--- config.mk ---
export PLATFORM = sky130hd
export DESIGN_NAME = mem_arbiter64
export DESIGN_NICKNAME = d
export VERILOG_FILES = /design/src/rtl/mem_arb_pkg.sv /design/src/rtl/mem_arbiter64_load_extend.sv /design/src/rtl/mem_arbiter64.sv
export SDC_FILE = /design/constraint.sdc
export NUM_CORES = 1
export LEC_CHECK = 0
export CAP_MARGIN = 10
export CORE_AREA = 2 2 217 219
export DETAILED_ROUTE_END_ITERATION = 8
export DIE_AREA = 0 0 219 221
export DONT_BUFFER_PORTS = 1
export GPL_ROUTABILITY_DRIVEN = 0
export PLACE_DENSITY_LB_ADDON = 0.12
export SLEW_MARGIN = 20
export SYNTH_ARGS = -nofsm -noshare
export SYNTH_HDL_FRONTEND = slang
export SYNTH_SLANG_ARGS = --single-unit
--- constraint.sdc ---
create_clock -name Clk -period 2.1 [get_ports Clk]
set_input_delay 0.21 -clock Clk [delete_from_list [all_inputs] [get_ports Clk]]
set_output_delay 0.21 -clock Clk [all_outputs]
set_load 0.03 [all_outputs]
--- src/rtl/mem_arb_pkg.sv ---
// Shared types for the two-port Memoria64 access controller.
package mem_arb_pkg;

    typedef enum logic [1:0] {
        DWORD = 2'b00,
        WORD  = 2'b01,
        HALF  = 2'b10,
        BYTE  = 2'b11
    } size_t;

    typedef enum logic [1:0] {
        IDLE,
        RD_ADDR,
        RD_DATA,
        WR
    } state_t;

    typedef enum logic {
        PORT_I = 1'b0,
        PORT_D = 1'b1
    } port_t;

    localparam size_t FETCH_TAM = WORD;

endpackage

--- src/rtl/mem_arbiter64_load_extend.sv ---
// Sign/zero extension of a sized load taken from the low bits of a memory dword.
module load_extend
    import mem_arb_pkg::*;
(
    input  logic [63:0] data_i,
    input  size_t       size_i,
    input  logic        unsigned_i,
    output logic [63:0] data_o
);

    always_comb begin
        data_o = data_i;
        case (size_i)
            WORD:    data_o = unsigned_i ? {32'd0, data_i[31:0]}
                                         : {{32{data_i[31]}}, data_i[31:0]};
            HALF:    data_o = unsigned_i ? {48'd0, data_i[15:0]}
                                         : {{48{data_i[15]}}, data_i[15:0]};
            BYTE:    data_o = unsigned_i ? {56'd0, data_i[7:0]}
                                         : {{56{data_i[7]}}, data_i[7:0]};
            default: data_o = data_i;
        endcase
    end

endmodule

--- src/rtl/mem_arbiter64.sv ---
// Round-robin controller sharing Memoria64 between the fetch port and the data port,
// sequencing registered reads and single-cycle writes.
module mem_arbiter64
    import mem_arb_pkg::*;
#(
    parameter int ADDR_W     = 64,
    parameter bit RST_PRIO_D = 1'b1
) (
    input  logic              Clk,
    input  logic              Rst_n,
    input  logic              i_req,
    input  logic [ADDR_W-1:0] i_addr,
    output logic              i_gnt,
    output logic              i_rvalid,
    output logic [31:0]       i_rdata,
    input  logic              d_req,
    input  logic              d_we,
    input  logic [1:0]        d_size,
    input  logic              d_unsigned,
    input  logic [ADDR_W-1:0] d_addr,
    input  logic [63:0]       d_wdata,
    output logic              d_gnt,
    output logic              d_rvalid,
    output logic [63:0]       d_rdata,
    output logic [ADDR_W-1:0] m_raddr,
    output logic [ADDR_W-1:0] m_waddr,
    output logic [63:0]       m_wdata,
    output logic              m_wr,
    output logic [1:0]        m_tam,
    input  logic [63:0]       m_rdata
);

    state_t            state_q, state_d;
    port_t             ptr_q, ptr_d;
    port_t             win_q, win_d;
    size_t             size_q, size_d;
    size_t             tam_q, tam_d;
    logic              uns_q, uns_d;
    logic [ADDR_W-1:0] raddr_q, raddr_d;
    logic [ADDR_W-1:0] waddr_q, waddr_d;
    logic [63:0]       wdata_q, wdata_d;
    logic [31:0]       irdata_q, irdata_d;
    logic [63:0]       drdata_q, drdata_d;
    logic              grant_i, grant_d;
    logic              idle;
    logic              rd_i, rd_d;
    logic [63:0]       ext_data;

    load_extend u_load_extend (
        .data_i     (m_rdata),
        .size_i     (size_q),
        .unsigned_i (uns_q),
        .data_o     (ext_data)
    );

    // ptr_q names the port that wins the next conflict.
    assign idle    = (state_q == IDLE) && Rst_n;
    assign grant_d = idle && d_req && (!i_req || ptr_q == PORT_D);
    assign grant_i = idle && i_req && (!d_req || ptr_q == PORT_I);

    always_comb begin
        state_d  = state_q;
        ptr_d    = ptr_q;
        win_d    = win_q;
        size_d   = size_q;
        tam_d    = tam_q;
        uns_d    = uns_q;
        raddr_d  = raddr_q;
        waddr_d  = waddr_q;
        wdata_d  = wdata_q;
        irdata_d = irdata_q;
        drdata_d = drdata_q;
        case (state_q)
            IDLE: begin
                if (grant_d) begin
                    win_d  = PORT_D;
                    ptr_d  = PORT_I;
                    size_d = size_t'(d_size);
                    tam_d  = size_t'(d_size);
                    uns_d  = d_unsigned;
                    if (d_we) begin
                        waddr_d = d_addr;
                        wdata_d = d_wdata;
                        state_d = WR;
                    end else begin
                        raddr_d = d_addr;
                        state_d = RD_ADDR;
                    end
                end else if (grant_i) begin
                    win_d   = PORT_I;
                    ptr_d   = PORT_D;
                    size_d  = FETCH_TAM;
                    tam_d   = FETCH_TAM;
                    uns_d   = 1'b1;
                    raddr_d = i_addr;
                    state_d = RD_ADDR;
                end
            end
            RD_ADDR: state_d = RD_DATA;
            RD_DATA: begin
                state_d = IDLE;
                if (win_q == PORT_I) irdata_d = m_rdata[31:0];
                else                 drdata_d = ext_data;
            end
            WR:      state_d = IDLE;
            default: state_d = IDLE;
        endcase
    end

    always_ff @(posedge Clk or negedge Rst_n) begin
        if (!Rst_n) begin
            state_q  <= IDLE;
            ptr_q    <= port_t'(RST_PRIO_D);
            win_q    <= PORT_I;
            size_q   <= DWORD;
            tam_q    <= DWORD;
            uns_q    <= 1'b0;
            raddr_q  <= '0;
            waddr_q  <= '0;
            wdata_q  <= '0;
            irdata_q <= '0;
            drdata_q <= '0;
        end else begin
            state_q  <= state_d;
            ptr_q    <= ptr_d;
            win_q    <= win_d;
            size_q   <= size_d;
            tam_q    <= tam_d;
            uns_q    <= uns_d;
            raddr_q  <= raddr_d;
            waddr_q  <= waddr_d;
            wdata_q  <= wdata_d;
            irdata_q <= irdata_d;
            drdata_q <= drdata_d;
        end
    end

    // Read data is live from the memory in RD_DATA and held from the last read otherwise.
    assign rd_i     = (state_q == RD_DATA) && (win_q == PORT_I);
    assign rd_d     = (state_q == RD_DATA) && (win_q == PORT_D);
    assign i_gnt    = grant_i;
    assign d_gnt    = grant_d;
    assign i_rvalid = rd_i;
    assign d_rvalid = rd_d;
    assign i_rdata  = rd_i ? m_rdata[31:0] : irdata_q;
    assign d_rdata  = rd_d ? ext_data : drdata_q;
    assign m_raddr  = raddr_q;
    assign m_waddr  = waddr_q;
    assign m_wdata  = wdata_q;
    assign m_wr     = (state_q == WR);
    assign m_tam    = tam_q;

endmodule

Yosys cells after proc, flatten, opt, wreduce, memory -nomap -nowiden:

Index checks and enable logic that the tools add are counted.

* register bits: 295
* input bits: 264
* output and inout bits: 295
* logic and storage cells: 58

* equality and inequality tests: 8
* muxes and demuxes: 19
* bitwise operators: 2
* reduce and logical (&&, ||, !) cells: 19

Operator list (count)
* 64-bit 2-to-1 mux: 7
* 64-bit case mux with 3 select lines: 1
* 32-bit 2-to-1 mux: 1
* 2-bit equality test, second input constant: 4
* 2-bit 2-to-1 mux: 4
* 1-bit logical AND: 7
* 2-bit case mux with 3 select lines: 1
* 2-bit AND reduction: 3
* 3-bit AND reduction: 2
* 1-bit 2-to-1 mux: 5
* 2-bit by 1-bit equality test with 1-bit output, second input constant: 2
* 3-bit inequality test, second input constant: 1
* 1-bit logical NOT: 2
* 2-bit logical NOT: 1
* 1-bit logical OR: 2
* 2-bit inequality test, second input constant: 1
* 1-bit NOT: 2
* 2-bit nonzero test: 1
* 2-bit OR reduction: 1

Depth between registers and ports, before layout:

* depth after elaboration: 7
* depth in mapped cells: 7
* mapped depth without buffers: 6

Cells and area by module:

A second synthesis with hierarchy kept.

* cell total of the unflattened synthesis: 1010
* area, all modules: 13744.4 sq um

By module, submodules not included
* mem_arbiter64: times used 1, cells an instance 867, area each 12433.2 sq um, sequential area each 7383.3 sq um
* load_extend: times used 1, cells an instance 143, area each 1311.3 sq um, sequential area each 0.0 sq um

Worst setup path after synthesis:

Ideal clock, no wire load.

* path type: reg-to-output
* from: reg, netlist name m_tam[1]
* to: out d_rdata[23]
* data arrival time: 2.007 ns
* data required time: 1.890 ns
* slack: -0.117 ns
* cell stages (with the launch flop): 6
* path buffers: 1
* cells stage by stage: dfrtp_1 -> clkinv_1 -> nor3_4 -> buf_4 -> a21oi_1 -> a21oi_1

RTL lines
* to (decl): line mem_arbiter64.sv:24 `output logic [63:0] d_rdata,`

==> out/qor.yml <==
outcome: "finished, violations left"
violations: "hold timing, setup timing"
numPortBuffers: 0
clk_pin_slew_worst_paths_ps: 60
die_area_mm2: 0.0484
drive_above_1_share: 0.311
cts_sinks: 295
core_area_mm2: 0.0461
route.detailed.drc: 0
clkLatencyLatePin_ps: 530
die_y_um: 221
cp_max_fo: 16
syn_inst: 1002
post-dp-hpwl_um: 28900
worstSetupEndpointType: "primary output"
peakVddDrop_v: 0.000950
die-width_um: 219
final_cells: 1969
firstDrtPassIters: 6
path_depth: 5
final_nets: 1599
setup_slack_ps: -147
p_switching_mw: 12.7
vias: 9533
clkPwrFrac: 0.223
startpoint_type: "flip-flop"
slew_viol_final: 0
clockBufferDepth: 3
worst_slew_pin_slew_ps: 625
grt_start_max_net_pins: 297
power.internal_mw: 17.0
crit_family: "compound AO/OA/AOI/OAI gates"
cts_buffers: 36
grt_usage: 0.188
cts_hold_buf: 265
grt_pass1_vias: 10284
synth-xor-area-share: 0
finClkSkew_ps: 14.8
drt_wl_total_um: 47000
synth_top_family_by_area: "multiplexers"
vias_per_cell: 4.84
whs_ps: -620
drtAntennaViolNets: 0
min_path_type: "in -> async"
fin_crit_ps: 2250
placed_cells: 1603
ys_seq_area_frac: 0.576
rows: 79
n_fill_cell: 4335
cts_tree: "done"
ios: 559
synth_cell_types: 30
p_comb_frac: 0.335
critPathBufInv: 2
synth_area_mm2: 0.0128
drtIter0Drc: 422
syn_nets: 1266
dp_slack_ps: 229
critPathSlowestCell: "dfrtp_2"
ys_ff_latch: 295
grt_pass1_wl_um: 69000
power.leakage_nw: 8.62
syn2layout_area_growth_pct: 48.6
cp-startpoint: "m_tam[1]"
power_mw: 29.8
synth_fa_ha_area_frac: 0
ys_warn_count: 0
path_cells: "mux2i_1 -> a211o_2 -> buf_12 -> a31oi_1 -> buf_4"
crit_arrival_ps: 2040
yosys.area_share.simple: 0.0531
max_slew_margin: 0.584
cts-root-buf: "clkbuf_16"
crit_end: "d_rdata[51]"
p_per_area_mw_per_mm2: 1560
crit_type: "reg -> out"
critPathMaxStageDelay_ps: 440
avgSynthCellArea_um2: 12.8
cts_max_level: 2
fmax_mhz: 445
reg2reg_depth: 7
swShare: 0.428
overflow: 0
rrSetupSlack_ps: 130
synthMuxAreaShare: 0.179
synth_compound_area_frac: 0.153
r2r_start: "state_q[0]"
timing.rr.end: "m_raddr[27]"
rsz0062_at_grt: "true"
antenna_found_initial: 1
drv_cap: 0
required_ps: 1890
initial_utilization: 0.278
seqPwrFrac: 0.442
period_share: 1.07
timing_hold_violations_final: 295
wl_per_cell_um: 23.9
setup_violations: 73
-- registers in the layout, summed over array words and instances, names as in the netlist --
register	count
m_waddr	64
state_q	2
ptr_q	1
win_q	1
uns_q	1
irdata_q	32
drdata_q	64
m_tam	2
m_wdata	64
m_raddr	64
-- logic make-up (layout without fill, tap and decap cells) --
group | Yosys count | after routing
compound gates | 281 | 281
mux | 170 | 170
simple gates | 168 | 170
other cells | 0 | 1
buf+inv | 88 | 445
flops | 295 | 295
-- placed cells by master, fill, tap and decap left out, drive strengths merged, types with 3 or more instances in the layout --
cell type / count
nor2: 121
nand2: 36
dlygate4sd3: 263
bufinv: 4
and3: 5
clkbuf: 55
o21ai: 3
inv: 3
mux2: 168
buf: 110
a31oi: 32
a21oi: 113
a2bb2oi: 64
dfrtp: 294
clkinv: 7
a21o: 64
and2: 3
-- cell usage after synthesis (all sizes together) --
| master | number | area (um2) |
|---|---|---|
| dfrtp | 294 | 7360 |
| mux2 | 168 | 2270 |
| nor2 | 121 | 454 |
| a21oi | 113 | 566 |
| a21o | 64 | 480 |
| a2bb2oi | 64 | 654 |
| buf | 45 | 339 |
| clkbuf | 39 | 146 |
| nand2 | 36 | 135 |
| a31oi | 32 | 200 |
| and2 | 3 | 18.8 |
| and3 | 3 | 18.8 |
| inv | 3 | 11.3 |
| o21ai | 3 | 15.0 |
| mux2i | 2 | 20.0 |
| nor3b | 2 | 25.0 |
| o21a | 2 | 15.0 |
| o22a | 2 | 17.5 |
| a211o | 1 | 8.76 |
| clkinv | 1 | 3.75 |
| dfstp | 1 | 26.3 |
| nand2b | 1 | 6.26 |
| nand4 | 1 | 6.26 |
| nor3 | 1 | 16.3 |
-- metal layers --
layer  routed length [um]  vias to the layer above  global-route usage
met5                    0                        -                   0
met3                 4420                       65              0.0716
met2                22700                      394               0.312
met4                 1150                        0              0.0551
met1                18700                     4841               0.224
li1                     -                     4233                   -
-- repair_timing --
action,4_1_cts,5_1_grt
setup endpoints to repair,96,97
pin swaps,23,8
gates resized for setup,142,35
cloned,12,2
buffers inserted,17,12
hold endpoints to repair,570,295
-- final cells by class --
| type | instances | area [um2] | area share |
|---|---|---|---|
| clock inverter | 11 | 161 | 0.00848 |
| timing repair buffer | 377 | 4050 | 0.213 |
| sequential | 295 | 7390 | 0.388 |
| tap | 607 | 759 | 0.0399 |
| multi-input combinational | 621 | 5550 | 0.291 |
| clock buffer | 53 | 1110 | 0.0581 |
| inverter | 4 | 15.0 | 0.000789 |
| antenna | 1 | 2.50 | 0.000132 |
-- stage by stage --
stage	instance area (um2)	utilization	setup TNS, ps
2_1_floorplan	12800	-	-512
3_3_place_gp	13900	0.302	0
3_5_place_dp	13900	0.302	0
4_1_cts	18900	0.410	-11050
5_1_grt	19000	0.413	-13900
6_report	19000	0.413	-6810
-- power by group through the flow --
stage | registers [mW] | clock network, mW | logic, mW
2_1_floorplan | 12.5 | 0 | 6.43
3_3_place_gp | 13.2 | 0 | 8.13
3_5_place_dp | 13.2 | 0 | 8.23
4_1_cts | 13.1 | 6.86 | 9.83
5_1_grt | 13.4 | 7.10 | 10.6
6_report | 13.1 | 6.64 | 9.98
-- worst min path at each step --
stage          startpoint          end  slack [ps]  cells past startpoint
3_5_place_dp        Rst_n  m_wdata[36]         -80                      0
6_report            Rst_n  m_wdata[49]        -620                      0
3_3_place_gp        Rst_n  m_wdata[18]         -80                      0
2_1_floorplan       Rst_n  drdata_q[0]         -90                      0
4_1_cts             Rst_n  m_wdata[49]        -660                      0
5_1_grt             Rst_n  m_wdata[21]        -660                      0
Power figures use the tool's default switching activity.
